## src/rtl/corr_result_formatter_if.sv

```systemverilog
// Byte-stream and result-capture bundle for corr_result_formatter.
// The master side (formatter) consumes the engine result and drives the
// ASCII byte stream; the slave side is the engine/transmitter environment.
interface corr_result_formatter_if #(
  parameter int PROD_W = 22,
  parameter int LOC_W  = 11
);
  logic              done_in;
  logic [PROD_W-1:0] maxproduct_in;
  logic [LOC_W-1:0]  maxloc_in;
  logic [7:0]        tx_data;
  logic              tx_valid;
  logic              tx_ready;
  logic              busy;
  logic              msg_done;

  modport master (
    input  done_in, maxproduct_in, maxloc_in, tx_ready,
    output tx_data, tx_valid, busy, msg_done
  );

  modport slave (
    output done_in, maxproduct_in, maxloc_in, tx_ready,
    input  tx_data, tx_valid, busy, msg_done
  );
endinterface

```

## src/rtl/corr_result_formatter.sv

```systemverilog
// corr_result_formatter: captures the correlation engine's max product and
// location on the rising edge of done_in, then streams a fixed ASCII report
// ("Max value <hex>\r\nMax location <hex>\r\n") one byte per valid/ready
// handshake. Engine activity is ignored until the message has completed.
//
// Build option: define RESULT_FMT_SIGNMAG_EN to print the product as a
// sign character followed by the hex magnitude instead of two's complement.
module corr_result_formatter #(
  parameter int PROD_W   = 22,
  parameter int LOC_W    = 11,
  parameter int PROD_DIG = (PROD_W + 3) / 4,
  parameter int LOC_DIG  = (LOC_W + 3) / 4
) (
  input logic                   clk,
  input logic                   rst,
  corr_result_formatter_if.master bus
);

  // Message layout (byte offsets)
  localparam int TXT_VAL_LEN = 10;
  localparam int TXT_LOC_LEN = 13;
  localparam logic [8*TXT_VAL_LEN-1:0] TXT_VAL = "Max value ";
  localparam logic [8*TXT_LOC_LEN-1:0] TXT_LOC = "Max location ";
`ifdef RESULT_FMT_SIGNMAG_EN
  localparam int SGN_W = 1;
`else
  localparam int SGN_W = 0;
`endif
  localparam int O_PDIG = TXT_VAL_LEN + SGN_W;
  localparam int O_CR1  = O_PDIG + PROD_DIG;
  localparam int O_LTXT = O_CR1 + 2;
  localparam int O_LDIG = O_LTXT + TXT_LOC_LEN;
  localparam int O_CR2  = O_LDIG + LOC_DIG;
  localparam int N      = O_CR2 + 2;
  localparam int IDX_W  = $clog2(N);
  localparam logic [IDX_W-1:0] LAST = IDX_W'(N - 1);
  localparam int PW = 4 * PROD_DIG;
  localparam int LW = 4 * LOC_DIG;

  typedef enum logic [1:0] {
    IDLE    = 2'd0,
    CAPTURE = 2'd1,
    EMIT    = 2'd2,
    FIN     = 2'd3
  } state_t;

  state_t           state_r;
  state_t           state_s;
  logic             done_q_r;
  logic [IDX_W-1:0] idx_r;
  logic [PW-1:0]    prod_r;
  logic [LW-1:0]    loc_r;
`ifdef RESULT_FMT_SIGNMAG_EN
  logic             neg_r;
`endif

  logic             start_s;
  logic             last_acc_s;
  logic [PW-1:0]    prod_ext_s;
  logic [LW-1:0]    loc_ext_s;
  logic [7:0]       tx_data_s;
  logic             tx_valid_s;
  logic             busy_s;
  logic             msg_done_s;

  // Uppercase ASCII for one hex nibble
  function automatic logic [7:0] hex_char(input logic [3:0] n);
    logic [7:0] c;
    if (n < 4'd10) c = 8'h30 + {4'h0, n};
    else           c = 8'h37 + {4'h0, n};
    return c;
  endfunction

  // Character at message position idx, built from the frozen operands
  function automatic logic [7:0] char_at(input int idx);
    logic [7:0] c;
    int         k;
    c = 8'h00;
    k = 0;
    if (idx < TXT_VAL_LEN) begin
      c = TXT_VAL[8*(TXT_VAL_LEN-1-idx) +: 8];
`ifdef RESULT_FMT_SIGNMAG_EN
    end else if (idx < O_PDIG) begin
      c = neg_r ? 8'h2D : 8'h2B;
`endif
    end else if (idx < O_CR1) begin
      k = idx - O_PDIG;
      c = hex_char(prod_r[4*(PROD_DIG-1-k) +: 4]);
    end else if (idx == O_CR1) begin
      c = 8'h0D;
    end else if (idx == O_CR1 + 1) begin
      c = 8'h0A;
    end else if (idx < O_LDIG) begin
      c = TXT_LOC[8*(O_LDIG-1-idx) +: 8];
    end else if (idx < O_CR2) begin
      k = idx - O_LDIG;
      c = hex_char(loc_r[4*(LOC_DIG-1-k) +: 4]);
    end else if (idx == O_CR2) begin
      c = 8'h0D;
    end else if (idx == O_CR2 + 1) begin
      c = 8'h0A;
    end else begin
      c = 8'h00;
    end
    return c;
  endfunction

  // Trigger, operand extension and end-of-message detection
  always_comb begin
    start_s    = bus.done_in & ~done_q_r & (state_r == IDLE);
    last_acc_s = (state_r == EMIT) & bus.tx_ready & (idx_r == LAST);
    prod_ext_s = PW'($signed(bus.maxproduct_in));
    loc_ext_s  = LW'(bus.maxloc_in);
  end

  // Next-state logic
  always_comb begin
    state_s = state_r;
    case (state_r)
      IDLE: begin
        if (start_s) state_s = CAPTURE;
        else         state_s = IDLE;
      end
      CAPTURE: state_s = EMIT;
      EMIT: begin
        if (last_acc_s) state_s = FIN;
        else            state_s = EMIT;
      end
      FIN:     state_s = IDLE;
      default: state_s = IDLE;
    endcase
  end

  // State register
  always_ff @(posedge clk) begin
    if (rst) state_r <= IDLE;
    else     state_r <= state_s;
  end

  // Edge detector, byte index and frozen operands
  always_ff @(posedge clk) begin
    if (rst) begin
      done_q_r <= 1'b0;
      idx_r    <= '0;
      prod_r   <= '0;
      loc_r    <= '0;
`ifdef RESULT_FMT_SIGNMAG_EN
      neg_r    <= 1'b0;
`endif
    end else begin
      done_q_r <= bus.done_in;
      if (state_r == CAPTURE) begin
        idx_r <= '0;
        loc_r <= loc_ext_s;
`ifdef RESULT_FMT_SIGNMAG_EN
        // Magnitude fits PW bits: the most negative value yields 2^(PROD_W-1)
        neg_r  <= prod_ext_s[PW-1];
        prod_r <= prod_ext_s[PW-1] ? (~prod_ext_s + PW'(1)) : prod_ext_s;
`else
        prod_r <= prod_ext_s;
`endif
      end else if ((state_r == EMIT) && bus.tx_ready && (idx_r != LAST)) begin
        idx_r <= idx_r + IDX_W'(1);
      end
    end
  end

  // Stream outputs decoded from registered state only (no tx_ready path)
  always_comb begin
    tx_valid_s = 1'b0;
    tx_data_s  = 8'h00;
    busy_s     = 1'b0;
    msg_done_s = 1'b0;
    case (state_r)
      IDLE: begin
        busy_s = 1'b0;
      end
      CAPTURE: begin
        busy_s = 1'b1;
      end
      EMIT: begin
        busy_s     = 1'b1;
        tx_valid_s = 1'b1;
        tx_data_s  = char_at(int'(idx_r));
      end
      FIN: begin
        msg_done_s = 1'b1;
      end
      default: begin
        busy_s = 1'b0;
      end
    endcase
  end

  assign bus.tx_valid = tx_valid_s;
  assign bus.tx_data  = tx_data_s;
  assign bus.busy     = busy_s;
  assign bus.msg_done = msg_done_s;

endmodule

```

## src/flat_wrapper.sv

```systemverilog
// flat-port wrapper written by rule: the top's interface ports become plain ports
module corr_result_formatter_flat 
#(
  parameter int PROD_W   = 22,
  parameter int LOC_W    = 11,
  parameter int PROD_DIG = (PROD_W + 3) / 4,
  parameter int LOC_DIG  = (LOC_W + 3) / 4
)
  (clk, rst, bus_done_in, bus_maxproduct_in, bus_maxloc_in, bus_tx_ready, bus_tx_data, bus_tx_valid, bus_busy, bus_msg_done);
  corr_result_formatter_if #(.PROD_W(PROD_W), .LOC_W(LOC_W)) bus_i ();
  input logic clk;
  input logic rst;
  input wire logic [$bits(bus_i.done_in)-1:0] bus_done_in;
  input wire logic [$bits(bus_i.maxproduct_in)-1:0] bus_maxproduct_in;
  input wire logic [$bits(bus_i.maxloc_in)-1:0] bus_maxloc_in;
  input wire logic [$bits(bus_i.tx_ready)-1:0] bus_tx_ready;
  output wire logic [$bits(bus_i.tx_data)-1:0] bus_tx_data;
  output wire logic [$bits(bus_i.tx_valid)-1:0] bus_tx_valid;
  output wire logic [$bits(bus_i.busy)-1:0] bus_busy;
  output wire logic [$bits(bus_i.msg_done)-1:0] bus_msg_done;
  assign bus_i.done_in = bus_done_in;
  assign bus_i.maxproduct_in = bus_maxproduct_in;
  assign bus_i.maxloc_in = bus_maxloc_in;
  assign bus_i.tx_ready = bus_tx_ready;
  assign bus_tx_data = bus_i.tx_data;
  assign bus_tx_valid = bus_i.tx_valid;
  assign bus_busy = bus_i.busy;
  assign bus_msg_done = bus_i.msg_done;
  corr_result_formatter #(.PROD_W(PROD_W), .LOC_W(LOC_W), .PROD_DIG(PROD_DIG), .LOC_DIG(LOC_DIG)) u_core (.clk(clk), .rst(rst), .bus(bus_i));
endmodule
```

## config.mk

```make
export PLATFORM = sky130hd
export DESIGN_NAME = corr_result_formatter_flat
export DESIGN_NICKNAME = d
export VERILOG_FILES = /design/src/rtl/corr_result_formatter_if.sv /design/src/rtl/corr_result_formatter.sv /design/src/flat_wrapper.sv
export SDC_FILE = /design/constraint.sdc
export NUM_CORES = 1
export LEC_CHECK = 0
export ABC_AREA = 1
export CAP_MARGIN = 10
export CELL_PAD_IN_SITES_DETAIL_PLACEMENT = 1
export CELL_PAD_IN_SITES_GLOBAL_PLACEMENT = 1
export CORE_MARGIN = 2
export CORE_UTILIZATION = 38
export CTS_BUF_LIST = sky130_fd_sc_hd__clkbuf_16
export DETAILED_ROUTE_END_ITERATION = 8
export PLACE_DENSITY_LB_ADDON = 0.1
export SLEW_MARGIN = 20
export SYNTH_ARGS = -nofsm -noshare
export SYNTH_HDL_FRONTEND = slang
export SYNTH_SLANG_ARGS = --single-unit
```

## constraint.sdc

```tcl
create_clock -name clk -period 3.6 [get_ports clk]
set_input_delay 0.72 -clock clk [delete_from_list [all_inputs] [get_ports clk]]
set_output_delay 0.72 -clock clk [all_outputs]
set_load 0.01 [all_outputs]
```

==> flow_summary.yaml <==
sta:
  fin_worst_skew_ns: 0.00483
  fin_ws_ns: 0.0996
  max-slew-margin-rel_pct: 38.2
  drv_slew: 0
  final.setup.tns_ns: 0
  layout_min_cycle_time_ns: 3.50
  rsz0062_at_grt: "true"
  tightest_slew_ns: 0.921
  finalSetupViolCount: 0
  finalCritPeriodShare_pct: 97.2
  fmax_ghz: 0.286
  holdWs_ns: 0.464
  hold_viol: 0
setup_path:
  startpoint_type: "flop"
  required_ns: 2.88
  crit_type: "reg -> out"
  path_max_fanout: 5
  crit_path_end_kind: "output port"
  cpPeakStageDelay_ns: 0.39
  path_cells: "buf_4, ha_2, inv_1, nand2_1, nand2_2, nand2_1, nand2_2, buf_4, nand3_2, nor2_4, inv_1, buf_4, nand2_2, o21a_1, o21ai_0, a21oi_1, nor2_1, dlygate4sd2_1"
  cp_slowest_cell: "dfxtp_4"
  worst_r2r_path_depth: 6
  arrival_ns: 2.78
cts:
  cts_tree: "done"
  worst_skew_pair.late_latency_ns: 0.29
  clk_path_buf_depth: 2
  htreeDepth: 2
  cts_buffers: 5
  cts.sinks: 42
  clk_pin_slew_ns: 0.06
  ctsRootBufferMaster: "clkbuf_16"
power:
  swShare_pct: 33.1
  power_density_nw_per_um2: 327
  ir_drop_mv: 0.231
  p_leak_nw: 2.01
  finalPower_mw: 1.40
  clock_power_share_pct: 32.1
  p_int_uw: 935
  pwr-share-comb_pct: 30.3
  share_seq_of_total_power_pct: 37.6
  p_sw_uw: 463
detailed_routing:
  drc: 0
  drt_iter0_drc: 170
  ant_nets: 0
  drtPass1Iterations: 4
  vias: 3645
  via_per_inst: 5.14
  wirelength_um: 11000
  wire_per_inst_um: 15.5
placement:
  place_area_um2: 3990
  dp.cells: 696
  dpl.hpwl_um: 8120
  place.port_buffers: 46
  pre_cts_ws_ns: -0.229
  routabilityCongestion: 0.845
die:
  dieArea_um2: 9150
  initial_core_util_pct: 39.0
  rows: 33
  die_h_um: 95.6
  core_um2: 8180
  fp.dieW_um: 95.6
  num_io_pins: 48
synthesis:
  synthArstFlopShare_pct: 0
  syn_area_um2: 3190
  synth_cells: 522
  synth_area_per_cell_um2: 6.11
  syn_nets: 574
  yosysWarnings: 0
  synth.distinct_cells: 39
  yosysSeqAreaShare_pct: 26.4
  synth_edf_count: 0
  ys.flop_type: "dfxtp_1"
  ys_ff_latch: 42
cells_and_area:
  n_antenna_cell: 0
  n_fill_cell: 1092
  multi_input_area_um2: 2170
  layout.nets: 655
  syn_to_final_growth_pct: 34.2
  final_layout_size_suffix_gt1_share_pct: 20.0
  utilization_pct: 52.4
  final_cells: 709
  regArea_um2: 847
  fin_area_um2: 4280
hold_path:
  min_path_cells: 2
  hold_path.class: "reg -> reg"
global_routing:
  grt_max_degree: 37
  grt_overflow_total: 0
  grt_use_total_pct: 24.2
  grt_pass1_wl_um: 17500
  grt_pass1_vias: 3715
  antenna_found_initial: 0
run:
  drv_cap: 0
status:
  outcome: "finished, final reports clean"
cells by family after synthesis:
group                    Yosys count  synth area share (%)
AND/OR/NAND/NOR                  284                  39.2
AO/OA/AOI/OAI                    110                  18.3
buffers and inverters             68                  9.37
flip-flops                        42                  26.4
adder cells (fa/ha/maj)           15                  5.88
XOR/XNOR                           2                 0.785
other                              1                 0.118
cell type report:
class                      instances  share of cell area [%]
sequential                        42                    19.8
inverter                          50                    4.62
tap                              105                    3.07
timing repair buffer              92                    18.5
clock buffer                       5                    2.92
clock inverter                     3                   0.380
multi-input combinational        412                    50.8
power groups by stage:
stage                     registers (mW)  logic (mW)  clock network (mW)
after global routing               0.529       0.477               0.471
after floorplan                    0.526       0.239                   0
after global placement             0.534       0.384                   0
after CTS                          0.525       0.409               0.454
final                              0.526       0.424               0.449
after detailed placement           0.535       0.396                   0
sequential cells by signal (all words and copies together) (netlist names):
name / count
u_core.prod_r: 22
u_core.loc_r: 11
u_core.idx_r: 6
u_core.state_r: 2
u_core.done_q_r: 1
synthesized netlist by cell type, types with 2 or more instances:
cell / instances / share of area, %
o21ai_1: 4 / 0.63
o22ai_1: 5 / 0.98
nand4_1: 5 / 0.98
clkbuf_1: 9 / 1.1
nor2_2: 5 / 0.98
nor2_1: 102 / 12
buf_2: 2 / 0.31
ha_1: 15 / 5.9
o21ai_0: 60 / 9.4
buf_6: 2 / 0.71
dfxtp_1: 42 / 26
nand3_2: 4 / 1.3
nand2_4: 5 / 1.8
nand3_1: 34 / 5.3
a21oi_1: 29 / 4.5
inv_2: 4 / 0.47
a31oi_1: 3 / 0.59
inv_4: 2 / 0.39
o31ai_1: 2 / 0.47
nand2_2: 10 / 2.0
nand2_1: 113 / 13
nor3_1: 2 / 0.31
buf_4: 4 / 0.94
inv_1: 42 / 4.9
o211ai_1: 3 / 0.71
timing repair:
action                     4_1_cts  5_1_grt
resized for setup               29       29
setup endpoints to repair        7        7
pin swaps                        3       10
buffers inserted                 2        3
hold buffers                     0        0
worst max-delay path, delay by kind of cell, from the launching register on:
family                     cells  cell delay, ns
buffers and inverters          6            0.82
adders and majority gates      1            0.22
DFF                            1            0.39
and+or+nand+nor                8            0.66
AOI/OAI and AO/OA              3            0.42
final timing paths:
| check | slack, ns | from | to |
|---|---|---|---|
| max reg2reg | 1.23 | u_core.state_r[1]$_SDFF_PP0_ | u_core.loc_r[3]$_SDFFE_PP0P_ |
| min reg2reg | 0.46 | u_core.loc_r[7]$_SDFFE_PP0P_ | u_core.loc_r[7]$_SDFFE_PP0P_ |
| max | 0.1 | u_core.idx_r[1]$_SDFFE_PP0P_ | bus_tx_data[5] |
| min | 0.46 | u_core.loc_r[7]$_SDFFE_PP0P_ | u_core.loc_r[7]$_SDFFE_PP0P_ |
layer usage:
layer  vias up  routed length (µm)  global-route usage, %
met5         -                   0                      0
met3         9                 272                   2.85
met2        52                5460                   40.9
met4         0                  75                   5.83
li1       1847                   -                      -
met1      1737                5160                   32.8
placed cells by master, fill, tap and decap left out, types with 4 or more instances in the layout:
cell             count
nor2_2               7
ha_1                10
buf_4               44
clkbuf_16            5
nand3_2              6
nand2_4              5
o22ai_1              5
clkdlybuf4s50_1     39
nor2_1              97
dfxtp_1             39
nand3_1             32
nand2_2             19
nor2_4               4
inv_1               41
inv_2                6
o21ai_1              4
nand2_1            104
a21oi_1             26
o21ai_0             59
nand4_1              5
Power figures use the tool's default switching activity.
